$ cat src/rtl/sn74_bus_arbiter_pkg.sv
// sn74_arb_pkg: shared types and constants for the 4-way bus arbiter.
// FSM state encoding, requester count and default burst counter width.
package sn74_arb_pkg;

  localparam int NREQ      = 4;
  localparam int CNT_W_DEF = 4;
  localparam int SEL_W     = 2;

  typedef enum logic [1:0] {
    IDLE  = 2'b00,
    GRANT = 2'b01,
    TURN  = 2'b10
  } state_e;

endpackage

$ cat src/rtl/sn74_bus_arbiter_if.sv
// sn74_bus_arbiter_if: requester-side and arbiter-side bus bundle.
// master = requester/testbench side, slave = arbiter side.
interface sn74_bus_arbiter_if
  import sn74_arb_pkg::*;
#(
  parameter int CNT_W = CNT_W_DEF
) ();

  logic [NREQ-1:0]  req;
  logic [CNT_W-1:0] blen;
  logic [NREQ-1:0]  gnt;
  logic [SEL_W-1:0] sel;
  logic             oe;
  logic             busy;
  logic             eob;

  modport master (
    output req, blen,
    input  gnt, sel, oe, busy, eob
  );

  modport slave (
    input  req, blen,
    output gnt, sel, oe, busy, eob
  );

endinterface

$ cat src/rtl/sn74_bus_arbiter_burst_cnt.sv
// sn74_arb_burst_cnt: loadable burst down-counter that saturates at 0.
// Load has priority over decrement; zero_o flags the last beat.
module sn74_arb_burst_cnt
  import sn74_arb_pkg::*;
#(
  parameter int CNT_W = CNT_W_DEF
) (
  input  logic             clk,
  input  logic             nclr,
  input  logic             load_i,
  input  logic             dec_i,
  input  logic [CNT_W-1:0] din_i,
  output logic             zero_o
);

  logic [CNT_W-1:0] cnt_q;
  logic [CNT_W-1:0] cnt_d;

  // next count: load, else decrement without wrapping below 0
  always_comb begin
    cnt_d = cnt_q;
    if (load_i) begin
      cnt_d = din_i;
    end else if (dec_i && (cnt_q != '0)) begin
      cnt_d = cnt_q - 1'b1;
    end
  end

  // count register
  always_ff @(posedge clk or negedge nclr) begin
    if (!nclr) begin
      cnt_q <= '0;
    end else begin
      cnt_q <= cnt_d;
    end
  end

  assign zero_o = (cnt_q == '0);

endmodule

$ cat src/rtl/sn74_bus_arbiter.sv
// sn74_bus_arbiter: 4-way bus arbiter with burst hold and turnaround gap.
// Define SN74_ARB_FIXED_PRIO_EN for fixed priority (req[0] highest).
module sn74_bus_arbiter
  import sn74_arb_pkg::*;
#(
  parameter int NREQ  = sn74_arb_pkg::NREQ,
  parameter int CNT_W = CNT_W_DEF
) (
  input logic               clk,
  input logic               nclr,
  sn74_bus_arbiter_if.slave bus
);

  state_e           state_q;
  state_e           state_d;
  logic [SEL_W-1:0] own_q;
  logic [SEL_W-1:0] own_d;
  logic [SEL_W-1:0] win;
  logic             any_req;
  logic             take;
  logic             cnt_zero;
  logic             in_grant;
  logic [NREQ-1:0]  gnt_oh;

  assign any_req  = |bus.req;
  assign in_grant = (state_q == GRANT);
  assign take     = !in_grant && any_req;

`ifdef SN74_ARB_FIXED_PRIO_EN
  // lowest-index requester wins
  always_comb begin
    win = '0;
    for (int i = NREQ - 1; i >= 0; i--) begin
      if (bus.req[i]) win = SEL_W'(i);
    end
  end
`else
  logic [SEL_W-1:0] ptr_q;
  logic [SEL_W-1:0] idx;

  // round-robin search from ptr+1; last owner ranks last
  always_comb begin
    win = ptr_q;
    idx = '0;
    for (int i = NREQ; i >= 1; i--) begin
      idx = ptr_q + SEL_W'(i);
      if (bus.req[idx]) win = idx;
    end
  end

  // pointer follows every grant winner
  always_ff @(posedge clk or negedge nclr) begin
    if (!nclr) begin
      ptr_q <= 2'd3;
    end else if (take) begin
      ptr_q <= win;
    end
  end
`endif

  sn74_arb_burst_cnt #(
    .CNT_W (CNT_W)
  ) u_cnt (
    .clk    (clk),
    .nclr   (nclr),
    .load_i (take),
    .dec_i  (in_grant),
    .din_i  (bus.blen),
    .zero_o (cnt_zero)
  );

  // state and owner registers
  always_ff @(posedge clk or negedge nclr) begin
    if (!nclr) begin
      state_q <= IDLE;
      own_q   <= '0;
    end else begin
      state_q <= state_d;
      own_q   <= own_d;
    end
  end

  // next state: grant on any request, release on count end or drop
  always_comb begin
    state_d = state_q;
    own_d   = take ? win : own_q;
    unique case (state_q)
      IDLE:    state_d = any_req ? GRANT : IDLE;
      GRANT: begin
        if (cnt_zero || !bus.req[own_q]) state_d = TURN;
      end
      TURN:    state_d = any_req ? GRANT : IDLE;
      default: state_d = IDLE;
    endcase
  end

  // outputs decoded from state; sel holds owner outside GRANT
  always_comb begin
    gnt_oh = '0;
    if (in_grant) gnt_oh[own_q] = 1'b1;
    bus.gnt  = gnt_oh;
    bus.sel  = own_q;
    bus.oe   = !in_grant;
    bus.busy = in_grant;
    bus.eob  = (state_q == TURN);
  end

endmodule

$ cat src/flat_wrapper.sv
// flat-port wrapper written by rule: the top's interface ports become plain ports
module sn74_bus_arbiter_flat import sn74_arb_pkg::*;
#(
  parameter int NREQ  = sn74_arb_pkg::NREQ,
  parameter int CNT_W = CNT_W_DEF
)
  (clk, nclr, bus_req, bus_blen, bus_gnt, bus_sel, bus_oe, bus_busy, bus_eob);
  sn74_bus_arbiter_if #(.CNT_W(CNT_W)) bus_i ();
  input logic clk;
  input logic nclr;
  input wire logic [$bits(bus_i.req)-1:0] bus_req;
  input wire logic [$bits(bus_i.blen)-1:0] bus_blen;
  output wire logic [$bits(bus_i.gnt)-1:0] bus_gnt;
  output wire logic [$bits(bus_i.sel)-1:0] bus_sel;
  output wire logic [$bits(bus_i.oe)-1:0] bus_oe;
  output wire logic [$bits(bus_i.busy)-1:0] bus_busy;
  output wire logic [$bits(bus_i.eob)-1:0] bus_eob;
  assign bus_i.req = bus_req;
  assign bus_i.blen = bus_blen;
  assign bus_gnt = bus_i.gnt;
  assign bus_sel = bus_i.sel;
  assign bus_oe = bus_i.oe;
  assign bus_busy = bus_i.busy;
  assign bus_eob = bus_i.eob;
  sn74_bus_arbiter #(.NREQ(NREQ), .CNT_W(CNT_W)) u_core (.clk(clk), .nclr(nclr), .bus(bus_i));
endmodule
$ cat config.mk
export PLATFORM = sky130hd
export DESIGN_NAME = sn74_bus_arbiter_flat
export DESIGN_NICKNAME = d
export VERILOG_FILES = /design/src/rtl/sn74_bus_arbiter_pkg.sv /design/src/rtl/sn74_bus_arbiter_if.sv /design/src/rtl/sn74_bus_arbiter_burst_cnt.sv /design/src/rtl/sn74_bus_arbiter.sv /design/src/flat_wrapper.sv
export SDC_FILE = /design/constraint.sdc
export NUM_CORES = 1
export LEC_CHECK = 0
export CORE_UTILIZATION = 45
export CTS_CLUSTER_DIAMETER = 200
export CTS_CLUSTER_SIZE = 20
export DETAILED_ROUTE_END_ITERATION = 10
export MAX_ROUTING_LAYER = met4
export PLACE_DENSITY = 0.77
export SYNTH_ARGS = -nofsm -noshare
export SYNTH_HDL_FRONTEND = slang
export SYNTH_SLANG_ARGS = --single-unit
$ cat constraint.sdc
create_clock -name clk -period 1.7 [get_ports clk]
set_input_delay 0.51 -clock clk [delete_from_list [all_inputs] [get_ports clk]]
set_output_delay 0.51 -clock clk [all_outputs]
set_load 0.1 [all_outputs]
==> results_dict.tcl <==
set metrics [dict create \
    fin_ws_ps -157 \
    finalSetupViolations 6 \
    clockBufferDepth 2 \
    die_area_mm2 0.00162 \
    ys.flop_type "dfrtp_1" \
    die_w_um 40.2 \
    finClkSkew_ps 14.0 \
    place_congestion 0.716 \
    critPathKind "flip-flop to output pin" \
    wirelength_mm 1.87 \
    drt-pass1-iter-count 4 \
    fmax_ghz 0.539 \
    synth_commonest_cells "nand2_1 (9), dfrtp_1 (8), nor2_1 (4), o21ai_0 (4)" \
    wl_per_cell_um 15.3 \
    seq_area_frac_synth_pct 38.5 \
    root_buffer "clkbuf_4" \
    grt_pass1_wl_mm 2.88 \
    violations "negative setup slack" \
    synth_area_leaders "dfrtp_1 (30%), dfstp_2 (8.0%), nand2_1 (5.1%), ha_1 (3.8%), o21ai_0 (3.0%)" \
    num_rows 13 \
    grt_pass1_vias 620 \
    endpoint_kind "output pin" \
    syn_area_per_cell_um2 8.88 \
    startpoint "u_core.state_q[1]" \
    ctsHtreeMaxLevel 1 \
    remaining_drc_errors 0 \
    synth_top_area_share_pct 30.5 \
    nFillCells 74 \
    synth-edff-count 0 \
    period_share_pct 109 \
    antenna_left 0 \
    numCtsBuffers 3 \
    grt.total_usage_pct 28.6 \
    final_nets 120 \
    drive_gt1_share_pct 42.1 \
    antenna_found_initial 0 \
    synth_cell_types 38 \
    ys_ff_latch 10 \
    relSlewSlack_pct 69.5 \
    initial_core_util_pct 49.2 \
    cp_cell_sequence "nand2b_4 -> nor3b_4 -> buf_12" \
    synth_nets 86 \
    async_reset_ff_share_pct 100 \
    maxCapViolCount 0 \
    synth.most_common_cell "nand2_1" \
    ys_warn_count 0 \
    outcome "complete, but fails checks" \
    worstMarginPinSlew_ps 456 \
    critPathArrivalTime_ps 1350 \
    finalHoldViolations 0 \
    hold_path_depth 2 \
    critPathSlowestCell "dfrtp_1" \
    first_iter_violations 29 \
    hpwl_mm 1.35 \
    hp-class "flip-flop to flip-flop" \
    synth.largest_area_cell "dfrtp_1" \
    r2r_start "u_core.state_q[0]" \
    syn_area_um2 657 \
    place_ws_ps -246 \
    reg2reg_depth 8 \
    cts_tree "done" \
    period_needed_ps 1860 \
    worstPathMaxFanout 4 \
    via_count 664 \
    vias_per_cell 5.44 \
    core_mm2 0.00133 \
    final_max_slew_viol_count 0 \
    die_h_um 40.2 \
    rsz0062_at_grt "true" \
    max_stage_delay_ps 380 \
    min_from "u_core.ptr_q[1]" \
    overflow 0 \
    diodes 0 \
    port_buffers 18 \
    clk_pin_slew_worst_paths_ps 70 \
    fin_tns_setup_ps -585 \
    syn_to_final_growth_pct 74.7 \
    grt_max_degree 11 \
    io_pins 19 \
    cp_data_required_time_ps 1190 \
    final_core_util_pct 86.0 \
    cts.sinks 10 \
    syn_inst 74 \
    insertion_delay_ps 270 \
    worstSetupStartpointType "flip-flop" \
]
-- cell type report --
| class | instances | area, um2 | area share (%) |
|---|---|---|---|
| multi-input cells | 57 | 430 | 37.5 |
| repair buffers | 32 | 387 | 33.7 |
| flip-flops and latches | 10 | 258 | 22.5 |
| inverters | 4 | 27.5 | 2.40 |
| clock buffers | 4 | 26.3 | 2.29 |
| well taps | 15 | 18.8 | 1.64 |
-- path summary, 6_finish.rpt --
path	slack, ps	to
min reg2reg	530	u_core.ptr_q[1]
min in group asynchronous	550	u_core.u_cnt.cnt_q[3]
max	-160	bus_gnt[2]
max reg2reg	50	u_core.u_cnt.cnt_q[3]
min	530	u_core.ptr_q[1]
max in group asynchronous	780	u_core.bus.sel[1]
-- worst max-delay path, delay by kind of cell, from the launching register on --
kind / cells / cell delay (ps)
simple gates: 2 / 490
flops: 1 / 380
buf+inv: 1 / 210
-- repair_timing --
| item | in CTS | in global routing |
|---|---|---|
| endpoints found under the hold margin | 0 | 0 |
| buffers inserted | 3 | 2 |
| hold buffers | 0 | 0 |
| setup endpoints to repair | 4 | 11 |
| pin swaps | 3 | 1 |
| gates resized for setup | 2 | 3 |
-- flip-flops by register name, summed over array words and instances (netlist names) --
name / count
u_core.u_cnt.cnt_q: 4
u_core.bus.sel: 2
u_core.ptr_q: 2
u_core.state_q: 2
-- per-stage QoR --
step,area [um2],hold slack (ps),instances
2_1_floorplan,736,214,74
3_3_place_gp,1070,508,113
3_5_place_dp,1070,511,113
4_1_cts,1120,522,120
5_1_grt,1150,562,122
6_report,1150,529,122
-- per-layer routing --
metal  track usage (%)  vias up  routed length, um
met5                 -        -                  0
met4              4.17        0                 12
met3              9.44        2                 74
met2              53.6       19               1020
met1              29.2      311                760
li1                  -      332                  -
-- cell usage in the layout, fill, tap and decap left out, drive strengths merged --
cell	instances
a311o	1
a21o	1
nand3	2
o21ai	4
nor2	5
nor3b	2
a21oi	3
or2	2
xnor2	1
buf	23
clkdlybuf4s50	9
mux2i	1
o32ai	1
o2111ai	1
a21boi	1
nor3	2
nand2b	3
a211o	1
nor2b	2
a31oi	3
xor2	2
inv	4
dfstp	2
a211oi	1
or3b	1
nand2	9
or3	1
and2	1
a31o	1
clkbuf	4
nand4	1
ha	2
nor4	1
and3	1
dfrtp	8
-- cells by family (layout without fill, tap and decap cells) --
kind of cell    after synthesis  in the layout  share of synthesized area (%)
simple gates                 33             33                           28.6
compound gates               18             18                           19.2
flops                        10             10                           38.5
buf+inv                       7             40                           4.38
xor+xnor                      3              3                           4.00
fa+ha+maj                     2              2                           3.81
mux                           1              1                           1.52
Power is left out: the tool's default activity adds up to more than one toggle a clock period on the data nets, which glitch-free logic cannot reach.
